## src/rtl/control_unit.sv

```systemverilog
// Multi-cycle Moore controller for the RV32I subset CPU: sequences memory, ALU muxes, reg write, PC update.
// Optional TRAP_ILLEGAL_EN: unknown opcodes halt with illegal=1 instead of executing as a nop.
module control_unit #(
  parameter int INSTRET_WIDTH = 32
) (
  input  logic                     clock,
  input  logic                     reset_n,
  input  logic [6:0]               opcode,
  input  logic                     zero,
  input  logic                     mem_ready,
  output logic                     mem_valid,
  output logic                     mem_write,
  output logic                     adr_src,
  output logic                     ir_write,
  output logic                     pc_write,
  output logic                     reg_write,
  output logic [1:0]               result_src,
  output logic [1:0]               alu_src_a,
  output logic [1:0]               alu_src_b,
  output logic [1:0]               alu_op,
  output logic [INSTRET_WIDTH-1:0] instret,
  output logic                     illegal
);

  // state    | meaning
  // IDLE     | one cycle after reset, all outputs low
  // FETCH    | read instruction at PC, PC+4 -> PC on mem_ready
  // DECODE   | branch target into ALUOut, dispatch on opcode
  // MEMADR   | rs1 + imm address for lw/sw
  // MEMREAD  | load access, held until mem_ready
  // MEMWB    | write load data to rd
  // MEMWRITE | store access, held until mem_ready
  // EXECR    | rs1 op rs2
  // EXECI    | rs1 op imm
  // ALUWB    | write ALUOut to rd
  // BRANCH   | rs1 - rs2, take branch on zero
  // JAL      | PC <- target, ALUOut <- old PC + 4
  // AUIPC    | old PC + imm
  // LUIWB    | write immediate to rd
  // HALT     | illegal opcode trap, left only by reset
  typedef enum logic [3:0] {
    IDLE     = 4'd0,
    FETCH    = 4'd1,
    DECODE   = 4'd2,
    MEMADR   = 4'd3,
    MEMREAD  = 4'd4,
    MEMWB    = 4'd5,
    MEMWRITE = 4'd6,
    EXECR    = 4'd7,
    EXECI    = 4'd8,
    ALUWB    = 4'd9,
    BRANCH   = 4'd10,
    JAL      = 4'd11,
    AUIPC    = 4'd12,
    LUIWB    = 4'd13,
    HALT     = 4'd14
  } state_t;

  localparam logic [6:0] OP_LOAD  = 7'b0000011;
  localparam logic [6:0] OP_STORE = 7'b0100011;
  localparam logic [6:0] OP_R     = 7'b0110011;
  localparam logic [6:0] OP_I     = 7'b0010011;
  localparam logic [6:0] OP_BR    = 7'b1100011;
  localparam logic [6:0] OP_JAL   = 7'b1101111;
  localparam logic [6:0] OP_AUIPC = 7'b0010111;
  localparam logic [6:0] OP_LUI   = 7'b0110111;

  state_t state, state_next;
  logic   pc_update, branch;

  always_ff @(posedge clock or negedge reset_n) begin
    if (!reset_n) begin
      state   <= IDLE;
      instret <= '0;
    end else begin
      state <= state_next;
      // Retire on every return to FETCH from a real instruction state.
      if (state_next == FETCH && state != IDLE && state != FETCH)
        instret <= instret + 1'b1;
    end
  end

  always_comb begin
    state_next = state;
    mem_valid  = 1'b0;
    mem_write  = 1'b0;
    adr_src    = 1'b0;
    ir_write   = 1'b0;
    pc_update  = 1'b0;
    branch     = 1'b0;
    reg_write  = 1'b0;
    result_src = 2'b00;
    alu_src_a  = 2'b00;
    alu_src_b  = 2'b00;
    alu_op     = 2'b00;
    illegal    = 1'b0;
    unique case (state)
      IDLE: state_next = FETCH;
      FETCH: begin
        mem_valid  = 1'b1;
        alu_src_b  = 2'b10;
        result_src = 2'b10;
        ir_write   = mem_ready;
        pc_update  = mem_ready;
        if (mem_ready) state_next = DECODE;
      end
      DECODE: begin
        alu_src_a = 2'b01;
        alu_src_b = 2'b01;
        case (opcode)
          OP_LOAD, OP_STORE: state_next = MEMADR;
          OP_R:              state_next = EXECR;
          OP_I:              state_next = EXECI;
          OP_BR:             state_next = BRANCH;
          OP_JAL:            state_next = JAL;
          OP_AUIPC:          state_next = AUIPC;
          OP_LUI:            state_next = LUIWB;
`ifdef TRAP_ILLEGAL_EN
          default:           state_next = HALT;
`else
          default:           state_next = FETCH;
`endif
        endcase
      end
      MEMADR: begin
        alu_src_a  = 2'b10;
        alu_src_b  = 2'b01;
        state_next = opcode[5] ? MEMWRITE : MEMREAD;
      end
      MEMREAD: begin
        mem_valid = 1'b1;
        adr_src   = 1'b1;
        if (mem_ready) state_next = MEMWB;
      end
      MEMWB: begin
        result_src = 2'b01;
        reg_write  = 1'b1;
        state_next = FETCH;
      end
      MEMWRITE: begin
        mem_valid = 1'b1;
        mem_write = 1'b1;
        adr_src   = 1'b1;
        if (mem_ready) state_next = FETCH;
      end
      EXECR: begin
        alu_src_a  = 2'b10;
        alu_op     = 2'b10;
        state_next = ALUWB;
      end
      EXECI: begin
        alu_src_a  = 2'b10;
        alu_src_b  = 2'b01;
        alu_op     = 2'b10;
        state_next = ALUWB;
      end
      AUIPC: begin
        alu_src_a  = 2'b01;
        alu_src_b  = 2'b01;
        state_next = ALUWB;
      end
      ALUWB: begin
        reg_write  = 1'b1;
        state_next = FETCH;
      end
      BRANCH: begin
        alu_src_a  = 2'b10;
        alu_op     = 2'b01;
        branch     = 1'b1;
        state_next = FETCH;
      end
      JAL: begin
        alu_src_a  = 2'b01;
        alu_src_b  = 2'b10;
        pc_update  = 1'b1;
        state_next = ALUWB;
      end
      LUIWB: begin
        result_src = 2'b11;
        reg_write  = 1'b1;
        state_next = FETCH;
      end
`ifdef TRAP_ILLEGAL_EN
      HALT: illegal = 1'b1;
`endif
      default: state_next = IDLE;
    endcase
  end

  assign pc_write = pc_update | (branch & zero);

endmodule

```

## config.mk

```make
export PLATFORM = sky130hd
export DESIGN_NAME = control_unit
export DESIGN_NICKNAME = d
export VERILOG_FILES = /design/src/rtl/control_unit.sv
export SDC_FILE = /design/constraint.sdc
export NUM_CORES = 1
export LEC_CHECK = 0
export BUFFER_PORTS_ARGS = -buffer_cell sky130_fd_sc_hd__buf_2
export CAP_MARGIN = 10
export CORE_MARGIN = 4
export CORE_UTILIZATION = 41
export DETAILED_ROUTE_END_ITERATION = 8
export SLEW_MARGIN = 20
export SYNTH_ARGS = -nofsm -noshare
export SYNTH_HDL_FRONTEND = slang
export SYNTH_SLANG_ARGS = --single-unit
```

## constraint.sdc

```tcl
create_clock -name clock -period 2.1 [get_ports clock]
set_input_delay 0.315 -clock clock [delete_from_list [all_inputs] [get_ports clock]]
set_output_delay 0.315 -clock clock [all_outputs]
set_load 0.01 [all_outputs]
```

Word level (Yosys, flattened, before mapping):

Cells that the tools add are included.

* register bits after elaboration: 36
* bits in latches: 0
* bits in writable memories: 0
* bits in read-only memories: 0
* word-level logic and storage cells: 60
* memories: 0

* add/subtract/negate cells: 1
* $mul: 0
* divide/modulo/power cells: 0
* $lt $le $gt $ge: 0
* eq/ne operators: 23
* shift operators: 0
* multiplexer cells: 17
* bitwise operators: 2
* reductions and logical operators: 15

Operators by type and width (number)
* $pmux 4 s7: 2
* $add 32x1->32 const B: 1
* $eq 4x4->1 const B: 6
* $eq 7x6->1 const B: 3
* $eq 4x3->1 const B: 4
* $eq 7x5->1 const B: 2
* $eq 7x7->1 const B: 2
* $mux 4: 3
* $pmux 2 s2: 3
* $reduce_or 4->1: 3
* $reduce_or 3->1: 3
* $eq 4x1->1 const B: 2
* $eq 4x2->1 const B: 2
* $reduce_or 2->1: 4
* $eq 7x2->1 const B: 1
* $mux 1: 6
* $pmux 2 s3: 1
* $reduce_or 5->1: 1
* $logic_not 4->1: 1
* $ne 4x1->1 const B: 1
* $reduce_bool 4->1: 1
* $logic_and 1x1->1: 2
* $mux 2: 1
* $pmux 1 s2: 1
* 2 further kinds: 2

Depth between registers and ports, before layout:

Gate-level depths: netlist (run 1).

* depth in word-level cells: 7
* gate-level depth with buffers: 8
* gate-level depth less buffers: 6

Worst setup path before layout (run 1):

Ideal clock, no wire load.

* path kind: register to register
* from: register state[0]
* to: register instret[1]
* setup time: 0.125 ns
* data arrival time: 1.633 ns
* required time: 1.975 ns
* setup slack: 0.342 ns
* cell stages (with the launch flop): 8
* buffers on the path: 1
* cell sequence: dfrtp_1 buf_2 and3b_1 o21ai_0 a32oi_1 nor2_4 nand3_2 mux2_4

* cells in the longest elaborated chain, start to end: 6
* elaborated cells on any way between the ends: 25
* classes of those cells: eq/ne: 15; mux: 4; reduce/logical: 6

RTL lines
* start, declared: line 68 `state_t state, state_next;`
* start signal, assigned: line 76 `state <= state_next;`
* $eq 4x4->1 (tied with other cells): line 97 `unique case (state)`
* $reduce_or 5->1 (no line) / $reduce_or 4->1 (equally long branches)
* $pmux 4 s7: line 97
* $eq 4x1->1: line 78 `if (state_next == FETCH && state != IDLE && state != FETCH)`
* $logic_and 1x1->1: line 78
* $logic_and 1x1->1 *: line 78
* end signal, assigned: line 79 `instret <= instret + 1'b1;`
* end, declared: line 21 `output logic [INSTRET_WIDTH-1:0] instret,`

Mark *: on every way between the ends. The rest lies on a longest branch, timed or not.
A chain may end at the register's enable or synchronous reset.

Worst setup path in the final report (run 1):

* from: register state[1]
* to: register instret[31]

Same word-level chain as after synthesis.

==> results_dict.tcl, run 1 <==
set metrics [dict create \
    drc 0 \
    row_count 26 \
    grt_util_all_layers 0.1642 \
    synth_seq_area_share 0.4107 \
    max_freq_mhz 502.1 \
    die_w_um 81.14 \
    p_sw_frac 0.4276 \
    synth_top_cells_by_count "36 x dfrtp_1, 32 x xnor2_1, 24 x nand4_1, 17 x nand2_1, 15 x nor2_1" \
    antenna_found_initial 0 \
    start_util 0.4267 \
    clkSinkCount 36 \
    worst_ep_arrival_time_ps 2200 \
    synth.cell_area_um2 2193 \
    synth.largest_area_cell "dfrtp_1" \
    synth_edf_count 0 \
    worst-r2r-setup-slack_ps 110 \
    synth.top_cell.area_share 0.4107 \
    core-area_um2 5140 \
    power.switching_mw 1.323 \
    gp_congestion 0.7824 \
    period_minus_slack_ps 1991 \
    rsz0062_at_grt "false" \
    drv_cap 0 \
    clock_skew_ps 5.982 \
    clkTransAtPathRegs_ps 70 \
    hpwl_um 3760 \
    drt_wl_total_um 5038 \
    max_slew_margin 0.4710 \
    power_frac_comb 0.534 \
    r2r-end "instret[31]" \
    powerDensity_nw_per_um2 1132 \
    htreeDepth 2 \
    cts_tree "done" \
    setup_viol 0 \
    grt_max_degree 37 \
    drt-vias-per-instance 5.268 \
    die_y_um 81.14 \
    p_int_mw 1.772 \
    via_count 1949 \
    final_nets 311 \
    async_flop_share 1.000 \
    startpoint_type "flip-flop" \
    grt_pass1_vias 1839 \
    ys.flop_type "dfrtp_1" \
    criticalPathCategory "flip-flop to flip-flop" \
    ant_nets 0 \
    total_power_mw 3.095 \
    synth_fp_nets 242 \
    grt_pass1_wl_um 8562 \
    timing.final.crit_share 0.9483 \
    hold_buffers 0 \
    critPathCaptureType "flip-flop" \
    area_growth_syn_to_layout_pct 24.70 \
    required_ps 2310 \
    design.die.area_um2 6584 \
    p_leak_nw 1.312 \
    r2r-start "state[1]" \
    ys_types 47 \
    drt-pass1-iter-count 4 \
    cts_root_buf "clkbuf_8" \
    avgSynthCellArea_um2 9.536 \
    first_iter_violations 92 \
    hold_slack_ps 109.7 \
    synth.area.top_cells "dfrtp_1 41%, xnor2_1 13%, nand4_1 6.8%" \
    clkLatencyLatePin_ps 280 \
    r2r_cells 6 \
    wl_per_cell_um 13.62 \
    slew_violations 0 \
    ir_drop_v 0.0005972 \
    worst_pin_slew_ps 793.5 \
    finalSetupTns_ps 0 \
    yosysMostFrequentCell "dfrtp_1" \
    cts_buffers 5 \
    synth-seq-cells 36 \
    seq_power_share 0.299 \
    hold_viol 0 \
    antenna_cells 0 \
    hp-class "primary input to async pin" \
    cts.path.max_buffers 2 \
    clkPwrFrac 0.167 \
    syn_inst 230 \
    synth_warnings 0 \
    ios 58 \
    grt_overflow 0 \
    portBuffers 56 \
    cp_max_fo 6 \
    drive_above_1_share 0.3067 \
    status "finished, final reports clean" \
]
==> state kept, by name, summed over array words and instances (netlist names) <==
signal   flops
instret     32
state        4
==> logic make-up (layout without fill, tap and decap cells) <==
kind of cell             after synthesis  in the layout  synth area share
AO/OA/AOI/OAI                         26             26           0.08614
XOR/XNOR                              33             33            0.1318
adder cells (fa/ha/maj)                1              1          0.005704
buffers and inverters                 15             85           0.04335
flip-flops                            36             36            0.4107
multiplexers                           1              1          0.006843
other                                  1              1          0.001710
AND/OR/NAND/NOR                      117            117            0.3137
==> layout by cell type, fill, tap and decap left out, types with 7 or more instances in the layout <==
master,instances
and2_1,11
and3_1,12
buf_2,56
buf_4,15
dfrtp_1,33
nand2_1,17
nand3_1,7
nand4_1,24
nor2_1,15
xnor2_1,32
==> worst max-delay path by stage <==
stage | start | endpoint | slack (ps) | cells past startpoint
after floorplan | state[0] | instret[1] | 340 | 7
after global placement | opcode[5] | instret[31] | 50 | 8
after detailed placement | instret[3] | instret[28] | 20 | 6
after CTS | state[0] | instret[17] | 50 | 7
after global routing | state[1] | pc_write | 7 | 7
final | state[1] | instret[31] | 110 | 6
==> through the flow <==
step	area [um2]	std cells	util	worst slack (ps)
4_1_cts	2705	368	0.5263	53.79
2_1_floorplan	2193	230	-	341.6
6_report	2735	370	0.5321	108.6
3_5_place_dp	2606	360	0.5071	20.24
3_3_place_gp	2606	360	0.5071	54.66
5_1_grt	2735	370	0.5321	7.100
==> critical path, cell delays in order (launching register included) <==
cell and delay [ps]:
dfrtp_2 460, buf_4 160, or4b_1 610, and3_1 280, and3_1 180, nand4_1 100, xnor2_1 130
==> routing by layer <==
layer  track usage  share of wire  up-vias
met5             0              0        -
met4       0.04054         0.0089        0
met3       0.03548          0.055        4
met2        0.2627           0.47       54
li1              -              -      966
met1        0.2260           0.47      925
==> power groups by stage <==
| stage | registers (mW) | logic (mW) | clock network, mW |
|---|---|---|---|
| floorplan | 0.901 | 1.15 | 0 |
| finish | 0.925 | 1.65 | 0.517 |
| global placement | 0.936 | 1.58 | 0 |
| global route | 0.951 | 1.82 | 0.559 |
| detailed placement | 0.937 | 1.60 | 0 |
| CTS | 0.924 | 1.60 | 0.530 |
==> timing repair <==
action                     CTS  global route
setup buffers                0             2
gates resized for setup      1             5
cloned                       0             0
setup endpoints to repair    2            31
pin swaps                    0             0
==> layout make-up <==
type,count,area (um2)
Sequential cell,36,904.6
Clock buffer,7,86.33
Inverter,4,15.01
Multi-Input combinational cell,179,1210
Timing Repair Buffer,73,424.2
Fill cell,513,2405
Clock inverter,1,7.507
Tap cell,70,87.58
(Power assumes the default switching activity.)
==> inputs of run 2 (changes only) <==
--- a/config.mk
+++ b/config.mk
@@ -5,10 +5,12 @@
 export SDC_FILE = /design/constraint.sdc
 export NUM_CORES = 1
 export LEC_CHECK = 0
+export ABC_AREA = 1
 export BUFFER_PORTS_ARGS = -buffer_cell sky130_fd_sc_hd__buf_2
 export CAP_MARGIN = 10
 export CORE_MARGIN = 4
 export CORE_UTILIZATION = 41
+export CTS_CLUSTER_DIAMETER = 100
 export DETAILED_ROUTE_END_ITERATION = 8
 export SLEW_MARGIN = 20
 export SYNTH_ARGS = -nofsm -noshare
==> results_dict.tcl, run 2 <==
set metrics [dict create \
    critPathCaptureType "flip-flop" \
    ys_types 27 \
    via_count 3036 \
    ant_nets 0 \
    setup_viol 0 \
    max_slew_margin 0.4619 \
    cts_tree "done" \
    syn_inst 461 \
    cts_buffers 5 \
    synthAdderAreaFrac 0.004290 \
    powerDensity_nw_per_um2 1009 \
    fill_cells 739 \
    criticalPathCategory "flip-flop to flip-flop" \
    worst_ep_arrival_time_ps 2080 \
    placed_area_um2 3322 \
    cts_root_buf "clkbuf_8" \
    avgSynthCellArea_um2 6.327 \
    required_ps 2280 \
    largest_reg_flops 32 \
    synth.top_cell.area_share 0.3089 \
    hold_viol 0 \
    grt_overflow 0 \
    clkSinkCount 36 \
    timing.final.crit_share 0.9034 \
    core-area_um2 6869 \
    clkTransAtPathRegs_ps 70 \
    htreeDepth 2 \
    dp.cells 610 \
    start_util 0.4246 \
    drt_wl_total_um 7993 \
    p_leak_nw 1.858 \
    synth_mux_area_frac 0 \
    synth_top_cells_by_count "175 x nand2_1, 62 x nor2_1, 47 x inv_1, 43 x nand4_1, 36 x dfrtp_1" \
    final_common_cell "nand2_1" \
    drc 0 \
    synth_xor_area_frac 0.04505 \
    row_count 30 \
    r2r_cells 11 \
    die_w_um 92.34 \
    r2r-start "state[1]" \
    yosysMostFrequentCell "nand2_1" \
    antenna_cells 0 \
    ios 58 \
    synth-seq-cells 36 \
    drt-pass1-iter-count 4 \
    cp_max_fo 38 \
    first_iter_violations 198 \
    grt_util_all_layers 0.2018 \
    synth.area.top_cells "dfrtp_1 31%, nand2_1 23%, nand4_1 9.2%" \
    ir_drop_v 0.0005229 \
    drv_cap 0 \
    layout_common_cells "175 x nand2_1, 62 x nor2_1, 56 x buf_2" \
    finalSetupTns_ps 0 \
    worst_pin_slew_ps 807.1 \
    synth.largest_area_cell "dfrtp_1" \
    worst_slack_ps 202.9 \
    hp-class "primary input to async pin" \
    r2r-end "instret[25]" \
    rsz0062_at_grt "false" \
    grt_max_degree 39 \
    slew_violations 0 \
    final_nets 533 \
    grt_pass1_wl_um 14060 \
    async_flop_share 1.000 \
    synth_edf_count 0 \
    grt_pass1_vias 2896 \
    postLayoutCellArea_um2 3405 \
    wl_per_cell_um 12.95 \
    portBuffers 56 \
    area_growth_syn_to_layout_pct 16.73 \
    cts.path.max_buffers 2 \
    synth_top_family_by_area "simple AND/OR/NAND/NOR gates" \
    hpwl_um 6343 \
    drive_above_1_share 0.1900 \
    cp-startpoint "state[1]" \
    reg_top3 "instret x32, state x4" \
    synth_compound_area_frac 0.01373 \
    largest_register "instret" \
    antenna_found_initial 0 \
    gp_congestion 0.8674 \
    drt-vias-per-instance 4.921 \
    period_minus_slack_ps 1897 \
    design.die.area_um2 8527 \
    total_power_mw 3.435 \
    synthSimpleGateAreaFrac 0.5260 \
    worst-r2r-setup-slack_ps 200 \
    finalNonFillerCells 617 \
    clock_skew_ps 8.336 \
    synth.cell_area_um2 2917 \
    synth_seq_area_share 0.3089 \
    place_ws_ps 235.8 \
    status "finished, final reports clean" \
    synth_fp_nets 473 \
    startpoint_type "flip-flop" \
    endpoint "instret[25]" \
    synth_warnings 0 \
    clkLatencyLatePin_ps 290 \
    die_y_um 92.34 \
    post-cts-setup-buffers 0 \
    max_freq_mhz 527.1 \
    ys.flop_type "dfrtp_1" \
]
-- run 2: cell types whose count changed after synthesis, sizes merged, moves of 11 or more --
cell and delta:
nand2 +167, nor2 +55, inv +47, xnor2 -26, nand4 +20, nand3 +16, and2 -11
-- run 2: through the flow --
| step | hold WS (ps) | utilization |
|---|---|---|
| 2_1_floorplan | 19.41 | - |
| 6_report | 116.4 | 0.4956 |
| 5_1_grt | 192.6 | 0.4956 |
| 4_1_cts | 158.3 | 0.4949 |
| 3_5_place_dp | 475.5 | 0.4836 |
| 3_3_place_gp | 450.2 | 0.4836 |
-- run 2: worst min path at each step --
| stage | slack [ps] | to |
|---|---|---|
| floorplan | 20 | instret[0] |
| global placement | 450 | state[3] |
| detailed placement | 480 | state[1] |
| CTS | 160 | state[1] |
| global route | 190 | instret[11] |
| finish | 120 | instret[14] |
-- run 2: layout make-up --
| type | instances | area, um2 | area share |
|---|---|---|---|
| clock inverters | 1 | 5.005 | 0.001470 |
| repair buffers | 67 | 387.9 | 0.1139 |
| clock buffers | 6 | 72.57 | 0.02132 |
| flip-flops and latches | 36 | 900.9 | 0.2646 |
| well taps | 96 | 120.1 | 0.03528 |
| multi-input cells | 360 | 1727 | 0.5072 |
| inverters | 51 | 191.4 | 0.05623 |
-- run 2: where the power goes --
part,total [mW],internal [mW],switching [mW],leakage [nW]
Clock,0.472,0.226,0.246,0.0410
Sequential,0.862,0.762,0.100,0.494
Combinational,2.10,0.682,1.42,1.32
Total,3.44,1.67,1.77,1.86
-- run 2: repair_timing --
action,CTS,global route
hold buffers,0,0
gates resized for setup,0,1
endpoints found under the setup margin,0,1
-- run 2: cell families (layout without fill, tap and decap cells) --
group / after synthesis / count (layout)
buffers and inverters: 65 / 125
xor gates and xnor gates: 15 / 15
DFF: 36 / 36
other: 1 / 1
adders and majority gates: 1 / 1
and+or+nand+nor: 338 / 338
AOI/OAI and AO/OA: 5 / 5
-- run 2: routing by layer --
layer  global-route usage  wire length, um  vias up
li1                     -                -     1594
met1               0.2862             3950     1369
met2               0.3233             3613       65
met3              0.03412              366        8
met4              0.04208               64        0
met5                    0                0        -
-- run 2: critical path, stage by stage (launching register included) --
cell	delay, ps
dfrtp_1	470
nor2_1	240
inv_1	60
nor2_1	210
a21oi_1	70
nand2_1	70
nor2_1	40
nand2_1	150
buf_12	230
nand4_1	110
nand2_1	70
nand2_1	50
